File: src/rtl/cr16_control_fsm.sv
// CR16 multi-cycle control sequencer: fetch, decode, execute, memory, writeback, PC update.
// Drives the memory handshake, IR load, register-file/flag write enables and the pc block controls.
module cr16_control_fsm #(
    parameter int P_ADDRESS_WIDTH = 16
) (
    input  logic                       i_clk,
    input  logic                       i_reset,
    input  logic                       i_enable,
    input  logic [15:0]                i_instruction,
    input  logic [4:0]                 i_flags,
    input  logic [15:0]                i_rtarget,
    input  logic                       i_mem_ready,
    output logic [2:0]                 o_state,
    output logic                       o_mem_req,
    output logic                       o_mem_we,
    output logic                       o_mem_addr_sel,
    output logic                       o_ir_load,
    output logic                       o_rf_we,
    output logic [1:0]                 o_rf_wd_sel,
    output logic                       o_flags_we,
    output logic                       o_pc_enable,
    output logic [P_ADDRESS_WIDTH-1:0] o_pc_address,
    output logic                       o_pc_address_select,
    output logic                       o_pc_address_select_increment,
    output logic                       o_pc_address_select_displace
);

    localparam logic [2:0] S_FETCH     = 3'd0;
    localparam logic [2:0] S_DECODE    = 3'd1;
    localparam logic [2:0] S_EXECUTE   = 3'd2;
    localparam logic [2:0] S_MEM       = 3'd3;
    localparam logic [2:0] S_WRITEBACK = 3'd4;
    localparam logic [2:0] S_PC_UPDATE = 3'd5;

    logic [2:0]                 r_state;
    logic [2:0]                 w_next_state;
    logic                       r_fetch_pending;
    logic                       r_pc_enable;
    logic                       r_pc_select;
    logic                       r_pc_displace;
    logic [P_ADDRESS_WIDTH-1:0] r_pc_address;
    logic                       r_exec_rf_we;
    logic                       r_exec_flags_we;
    logic                       r_exec_link;
    logic                       r_is_load;
    logic                       r_is_store;

    logic [3:0] w_op;
    logic [3:0] w_ext;
    logic [3:0] w_cond;
    logic [7:0] w_disp;
    logic       w_fetch_req;
    logic       w_cond_met;
    logic       w_is_load;
    logic       w_is_store;
    logic       w_is_jal;
    logic       w_is_jcond;
    logic       w_is_bcond;
    logic       w_rf_we;
    logic       w_flags_we;

    assign w_op   = i_instruction[15:12];
    assign w_cond = i_instruction[11:8];
    assign w_ext  = i_instruction[7:4];
    assign w_disp = i_instruction[7:0];

    // A fetch request, once issued, stays up until memory answers even if i_enable drops.
    assign w_fetch_req = i_enable | r_fetch_pending;

    // Flags are {C,L,F,Z,N}.
    always_comb begin
        unique case (w_cond)
            4'h0:    w_cond_met = i_flags[1];
            4'h1:    w_cond_met = !i_flags[1];
            4'h2:    w_cond_met = i_flags[4];
            4'h3:    w_cond_met = !i_flags[4];
            4'h4:    w_cond_met = i_flags[3];
            4'h5:    w_cond_met = !i_flags[3];
            4'h6:    w_cond_met = i_flags[0];
            4'h7:    w_cond_met = !i_flags[0];
            4'h8:    w_cond_met = i_flags[2];
            4'h9:    w_cond_met = !i_flags[2];
            4'hA:    w_cond_met = !i_flags[3] && !i_flags[1];
            4'hB:    w_cond_met = i_flags[3] || i_flags[1];
            4'hC:    w_cond_met = !i_flags[0] && !i_flags[1];
            4'hD:    w_cond_met = i_flags[0] || i_flags[1];
            4'hE:    w_cond_met = 1'b1;
            default: w_cond_met = 1'b0;
        endcase
    end

    // NOTE: every always_comb output gets a default first so no path can infer a latch.
    always_comb begin
        w_is_load  = 1'b0;
        w_is_store = 1'b0;
        w_is_jal   = 1'b0;
        w_is_jcond = 1'b0;
        w_is_bcond = 1'b0;
        w_rf_we    = 1'b0;
        w_flags_we = 1'b0;
        case (w_op)
            4'h0: begin
                case (w_ext)
                    4'h1, 4'h2, 4'h3, 4'h6, 4'h7, 4'hA, 4'hD, 4'hE: w_rf_we = 1'b1;
                    4'h5, 4'h9: begin
                        w_rf_we    = 1'b1;
                        w_flags_we = 1'b1;
                    end
                    4'hB:    w_flags_we = 1'b1;
                    default: ;
                endcase
            end
            4'h4: begin
                case (w_ext)
                    4'h0: w_is_load  = 1'b1;
                    4'h4: w_is_store = 1'b1;
                    4'h8: begin
                        w_is_jal = 1'b1;
                        w_rf_we  = 1'b1;
                    end
                    4'hC:    w_is_jcond = 1'b1;
                    default: ;
                endcase
            end
            4'h5, 4'h9: begin
                w_rf_we    = 1'b1;
                w_flags_we = 1'b1;
            end
            4'hB:    w_flags_we = 1'b1;
            4'hC:    w_is_bcond = 1'b1;
            default: w_rf_we = 1'b1;
        endcase
    end

    always_comb begin
        w_next_state = S_FETCH;
        case (r_state)
            S_FETCH:     w_next_state = (w_fetch_req && i_mem_ready) ? S_DECODE : S_FETCH;
            S_DECODE:    w_next_state = (w_is_load || w_is_store) ? S_MEM : S_EXECUTE;
            S_EXECUTE:   w_next_state = S_PC_UPDATE;
            S_MEM: begin
                if (!i_mem_ready)   w_next_state = S_MEM;
                else if (r_is_load) w_next_state = S_WRITEBACK;
                else                w_next_state = S_PC_UPDATE;
            end
            S_WRITEBACK: w_next_state = S_PC_UPDATE;
            default:     w_next_state = S_FETCH;
        endcase
    end

    // NOTE: sequential state uses non-blocking assignments only, so every flop samples pre-edge values.
    always_ff @(posedge i_clk) begin
        if (i_reset) begin
            r_state         <= S_FETCH;
            r_fetch_pending <= 1'b0;
            r_pc_enable     <= 1'b0;
            r_pc_select     <= 1'b0;
            r_pc_displace   <= 1'b0;
            r_pc_address    <= '0;
            r_exec_rf_we    <= 1'b0;
            r_exec_flags_we <= 1'b0;
            r_exec_link     <= 1'b0;
            r_is_load       <= 1'b0;
            r_is_store      <= 1'b0;
        end else begin
            r_state         <= w_next_state;
            r_fetch_pending <= (r_state == S_FETCH) && w_fetch_req && !i_mem_ready;
            r_pc_enable     <= (w_next_state == S_PC_UPDATE);
            if (r_state == S_DECODE) begin
                r_exec_rf_we    <= w_rf_we;
                r_exec_flags_we <= w_flags_we;
                r_exec_link     <= w_is_jal;
                r_is_load       <= w_is_load;
                r_is_store      <= w_is_store;
                // PC controls settle here, well ahead of the PC_UPDATE strobe.
                if (w_is_bcond && w_cond_met) begin
                    r_pc_select   <= 1'b1;
                    r_pc_displace <= 1'b1;
                    r_pc_address  <= {{(P_ADDRESS_WIDTH-8){w_disp[7]}}, w_disp};
                end else if (w_is_jal || (w_is_jcond && w_cond_met)) begin
                    r_pc_select   <= 1'b1;
                    r_pc_displace <= 1'b0;
                    r_pc_address  <= P_ADDRESS_WIDTH'(i_rtarget);
                end else begin
                    r_pc_select   <= 1'b0;
                    r_pc_displace <= 1'b0;
                    r_pc_address  <= '0;
                end
            end else if (r_state == S_PC_UPDATE) begin
                r_exec_rf_we    <= 1'b0;
                r_exec_flags_we <= 1'b0;
                r_exec_link     <= 1'b0;
                r_is_load       <= 1'b0;
                r_is_store      <= 1'b0;
                r_pc_select     <= 1'b0;
                r_pc_displace   <= 1'b0;
                r_pc_address    <= '0;
            end
        end
    end

    // Reset also silences the state-decoded strobes during the reset cycle itself.
    always_comb begin
        o_mem_req      = 1'b0;
        o_mem_we       = 1'b0;
        o_mem_addr_sel = 1'b0;
        o_ir_load      = 1'b0;
        o_rf_we        = 1'b0;
        o_rf_wd_sel    = 2'd0;
        o_flags_we     = 1'b0;
        if (!i_reset) begin
            case (r_state)
                S_FETCH: begin
                    o_mem_req = w_fetch_req;
                    o_ir_load = w_fetch_req && i_mem_ready;
                end
                S_EXECUTE: begin
                    o_rf_we     = r_exec_rf_we;
                    o_flags_we  = r_exec_flags_we;
                    o_rf_wd_sel = r_exec_link ? 2'd2 : 2'd0;
                end
                S_MEM: begin
                    o_mem_req      = 1'b1;
                    o_mem_addr_sel = 1'b1;
                    o_mem_we       = r_is_store;
                end
                S_WRITEBACK: begin
                    o_rf_we     = 1'b1;
                    o_rf_wd_sel = 2'd1;
                end
                default: ;
            endcase
        end
    end

    assign o_state                       = r_state;
    assign o_pc_enable                   = r_pc_enable;
    assign o_pc_address                  = r_pc_address;
    assign o_pc_address_select           = r_pc_select;
    assign o_pc_address_select_displace  = r_pc_displace;
    assign o_pc_address_select_increment = 1'b0;

endmodule

File: config.mk
export PLATFORM = sky130hd
export DESIGN_NAME = cr16_control_fsm
export DESIGN_NICKNAME = d
export VERILOG_FILES = /design/src/rtl/cr16_control_fsm.sv
export SDC_FILE = /design/constraint.sdc
export NUM_CORES = 1
export LEC_CHECK = 0
export BUFFER_PORTS_ARGS = -buffer_cell sky130_fd_sc_hd__buf_2
export CAP_MARGIN = 20
export CORE_MARGIN = 5
export CORE_UTILIZATION = 42
export CTS_CLUSTER_SIZE = 16
export DETAILED_ROUTE_END_ITERATION = 10
export PLACE_DENSITY = 0.86
export SLEW_MARGIN = 15
export SYNTH_ARGS = -nofsm -noshare
export SYNTH_HDL_FRONTEND = slang
export SYNTH_SLANG_ARGS = --single-unit
File: constraint.sdc
create_clock -name i_clk -period 1.8 [get_ports i_clk]
set_input_delay 0.27 -clock i_clk [delete_from_list [all_inputs] [get_ports i_clk]]
set_output_delay 0.27 -clock i_clk [all_outputs]
set_load 0.05 [all_outputs]
==> flow_summary.json <==
{
  "crit_slowest_cell": "dfxtp_4",
  "num_vias": 1756,
  "worstPathCellList": "inv_1 > nor2_4 > nand2_1 > clkinvlp_4 > and2_4 > buf_4",
  "dp_hpwl_microns": 3592,
  "drt_iter0_markers": 65,
  "clock_latency_ns": 0.27,
  "via_per_inst": 5.226,
  "die_w_microns": 72.09,
  "maxSlewViolCount": 0,
  "cap_violations": 0,
  "cts_max_level": 1,
  "placedCellCount": 333,
  "finalCriticalPeriod_ns": 1.735,
  "num_io_pins": 72,
  "die_h_microns": 72.09,
  "finalSetupTns_ns": 0,
  "portBuffers": 70,
  "whs_ns": 0.1958,
  "p_int_uw": 918.4,
  "row_count": 22,
  "grt_pass1_wl_microns": 7065,
  "drtPass1Iterations": 4,
  "path_clk_slew_ns": 0.09,
  "async_flop_share": 0,
  "cp_max_fo": 7,
  "netlist-cell-type-count": 44,
  "globalplace.congestion": 0.8113,
  "min_from": "i_rtarget[3]",
  "worst_ep_arrival_time_ns": 1.47,
  "p_leak_nw": 1.039,
  "fmax_mhz": 576.3,
  "swShare": 0.3012,
  "p_per_area_nw_per_um2": 582.9,
  "reg2reg_from": "o_state[2]$_SDFF_PP0_",
  "layout-drive-gt1-share": 0.4201,
  "rsz0062_at_grt": "yes",
  "yosysSeqAreaShare": 0.3462,
  "root_buffer": "clkbuf_8",
  "synth_nets": 242,
  "clock-sinks": 28,
  "hold_path.class": "in -> reg",
  "area_delta_synth_final_pct": 39.26,
  "endpoint_kind": "primary output",
  "p_seq_frac": 0.490,
  "drc": 0,
  "antenna_found_initial": 0,
  "stdcell_area_sq_um": 2255,
  "synth-edff-count": 0,
  "slowest_delay_ns": 0.39,
  "hold_viol_final": 0,
  "status": "completed",
  "cts_repair_resize_count": 2,
  "ir_drop_uv": 295.3,
  "ys_ff_latch": 28,
  "required_ns": 1.53,
  "dpl_cell_area_sq_um": 2188,
  "synth_area_sq_um": 1619,
  "crit_path_start": "o_state[1]$_SDFF_PP0_",
  "synthFlopType": "dfxtp_1",
  "grt_max_degree": 19,
  "diodes": 0,
  "p_sw_uw": 395.8,
  "postRouteAntennaNets": 0,
  "syn_inst": 201,
  "numCtsBuffers": 3,
  "fillers": 340,
  "grt_usage": 0.1660,
  "dieArea_sq_um": 5196,
  "finalClockSkew_ns": 0.003809,
  "clkPwrFrac": 0.256,
  "avgSynthCellArea_sq_um": 8.055,
  "grt.overflow.total": 0,
  "ctsHoldBuffers": 0,
  "setup_viol": 0,
  "wl_microns": 4351,
  "cts_buffer_depth": 2,
  "start_util": 0.4389,
  "finalCritPeriodShare": 0.9639,
  "wire_per_inst_microns": 12.95,
  "ys_warn_count": 0,
  "fin_cells": 336,
  "comb_power_share": 0.254,
  "core_sq_um": 3689,
  "startpoint_type": "flip-flop",
  "nets": 331,
  "cts_setup_buffers": 0,
  "critPathKind": "reg -> out",
  "cts_tree": "yes",
  "grt_pass1_vias": 1701
}
==> logic make-up (layout without fill, tap and decap cells) <==
kind of cell    count (synthesis)  in the layout  synth area share
simple gates                   81             81            0.2357
compound gates                 64             64            0.2975
flops                          28             28            0.3462
buf+inv                        19            106           0.07033
mux                             5              5           0.03169
xor+xnor                        3              3           0.01623
other cells                     1              1          0.002316
==> through the flow <==
stage	utilization	setup slack, ns	total power [mW]
final	0.6113	0.06489	1.314
after CTS	0.6058	0.01442	1.315
after global routing	0.6113	-0.04325	1.381
after global placement	0.5933	-0.1127	0.9777
after floorplan	-	-0.05903	0.8563
after detailed placement	0.5933	-0.1713	0.9862
==> state kept, by name (all words and copies together), names as in the netlist <==
signal and flops:
o_pc_address 16, o_state 3, o_pc_address_select 1, o_pc_address_select_displace 1
o_pc_enable 1, r_exec_flags_we 1, r_exec_link 1, r_exec_rf_we 1
r_fetch_pending 1, r_is_load 1, r_is_store 1
==> critical path, delay by kind of cell (launching register included) <==
family / cells / cell delay (ns)
and+or+nand+nor: 3 / 0.40
DFF: 1 / 0.39
buffers and inverters: 3 / 0.39
==> power groups by stage <==
stage                     clock, mW  combinational [mW]  sequential [mW]
final                         0.336               0.334            0.644
after global placement            0               0.321            0.657
after global routing          0.371               0.363            0.647
after CTS                     0.342               0.330            0.644
after detailed placement          0               0.328            0.658
after floorplan                   0               0.181            0.675
==> layout make-up <==
type | count | area (sq um) | area share
clock buffers | 3 | 41.29 | 0.01831
inverters | 7 | 30.03 | 0.01332
multi-input cells | 154 | 978.4 | 0.4340
flip-flops and latches | 28 | 566.8 | 0.2514
well taps | 48 | 60.06 | 0.02664
repair buffers | 96 | 578.1 | 0.2564
==> layer usage <==
layer  vias up  wire (microns)  part of all wire  GRT usage
li1        901               -                 -          -
met1       781            1811              0.42     0.1897
met2        67            2115              0.49     0.2952
met3         7             337             0.077    0.02909
met4         0              86             0.020    0.08142
met5         -               0                 0          0
==> final timing paths <==
kind / to / slack, ns / depth (start not counted)
max: o_mem_we / 0.06 / 6
min: o_pc_address[3]$_SDFFE_PP0P_ / 0.20 / 2
max reg2reg: o_pc_address[13]$_SDFFE_PP0P_ / 0.21 / 7
min reg2reg: o_pc_address[5]$_SDFFE_PP0P_ / 0.47 / 2
==> Yosys cell counts, types with 4 or more instances <==
| cell type | n | area share |
|---|---|---|
| clkbuf_1 | 5 | 0.012 |
| inv_1 | 7 | 0.016 |
| o31ai_1 | 4 | 0.019 |
| nor3b_1 | 5 | 0.023 |
| nand3_1 | 6 | 0.019 |
| nor2_1 | 23 | 0.053 |
| buf_6 | 5 | 0.035 |
| o21ai_0 | 9 | 0.028 |
| a221oi_1 | 8 | 0.043 |
| a211oi_1 | 5 | 0.023 |
| dfxtp_1 | 28 | 0.35 |
| nor3_1 | 4 | 0.012 |
| a21oi_1 | 20 | 0.062 |
| nand2_1 | 29 | 0.067 |
| mux2i_1 | 4 | 0.025 |
| nor2b_1 | 4 | 0.015 |
==> layout by cell type (no fill, tap or decap), types with 2 or more instances in the layout <==
| cell type | netlist | final |
|---|---|---|
| buf_2 | 1 | 67 |
| nand2_1 | 29 | 29 |
| buf_4 | 1 | 26 |
| dfxtp_1 | 28 | 25 |
| nor2_1 | 23 | 21 |
| a21oi_1 | 20 | 20 |
| o21ai_0 | 9 | 9 |
| a221oi_1 | 8 | 8 |
| inv_1 | 7 | 6 |
| nand3_1 | 6 | 6 |
| nor3b_1 | 5 | 5 |
| a211oi_1 | 5 | 5 |
| nor2b_1 | 4 | 4 |
| mux2i_1 | 4 | 4 |
| o31ai_1 | 4 | 4 |
| xor2_1 | 3 | 3 |
| nor3_1 | 4 | 3 |
| a21o_2 | 3 | 3 |
| clkbuf_8 | 0 | 3 |
| and3_1 | 2 | 2 |
| o211ai_1 | 2 | 2 |
| a2bb2oi_1 | 2 | 2 |
| dfxtp_2 | 0 | 2 |
| buf_12 | 0 | 2 |
No activity file was read; power rests on OpenSTA's default activity.
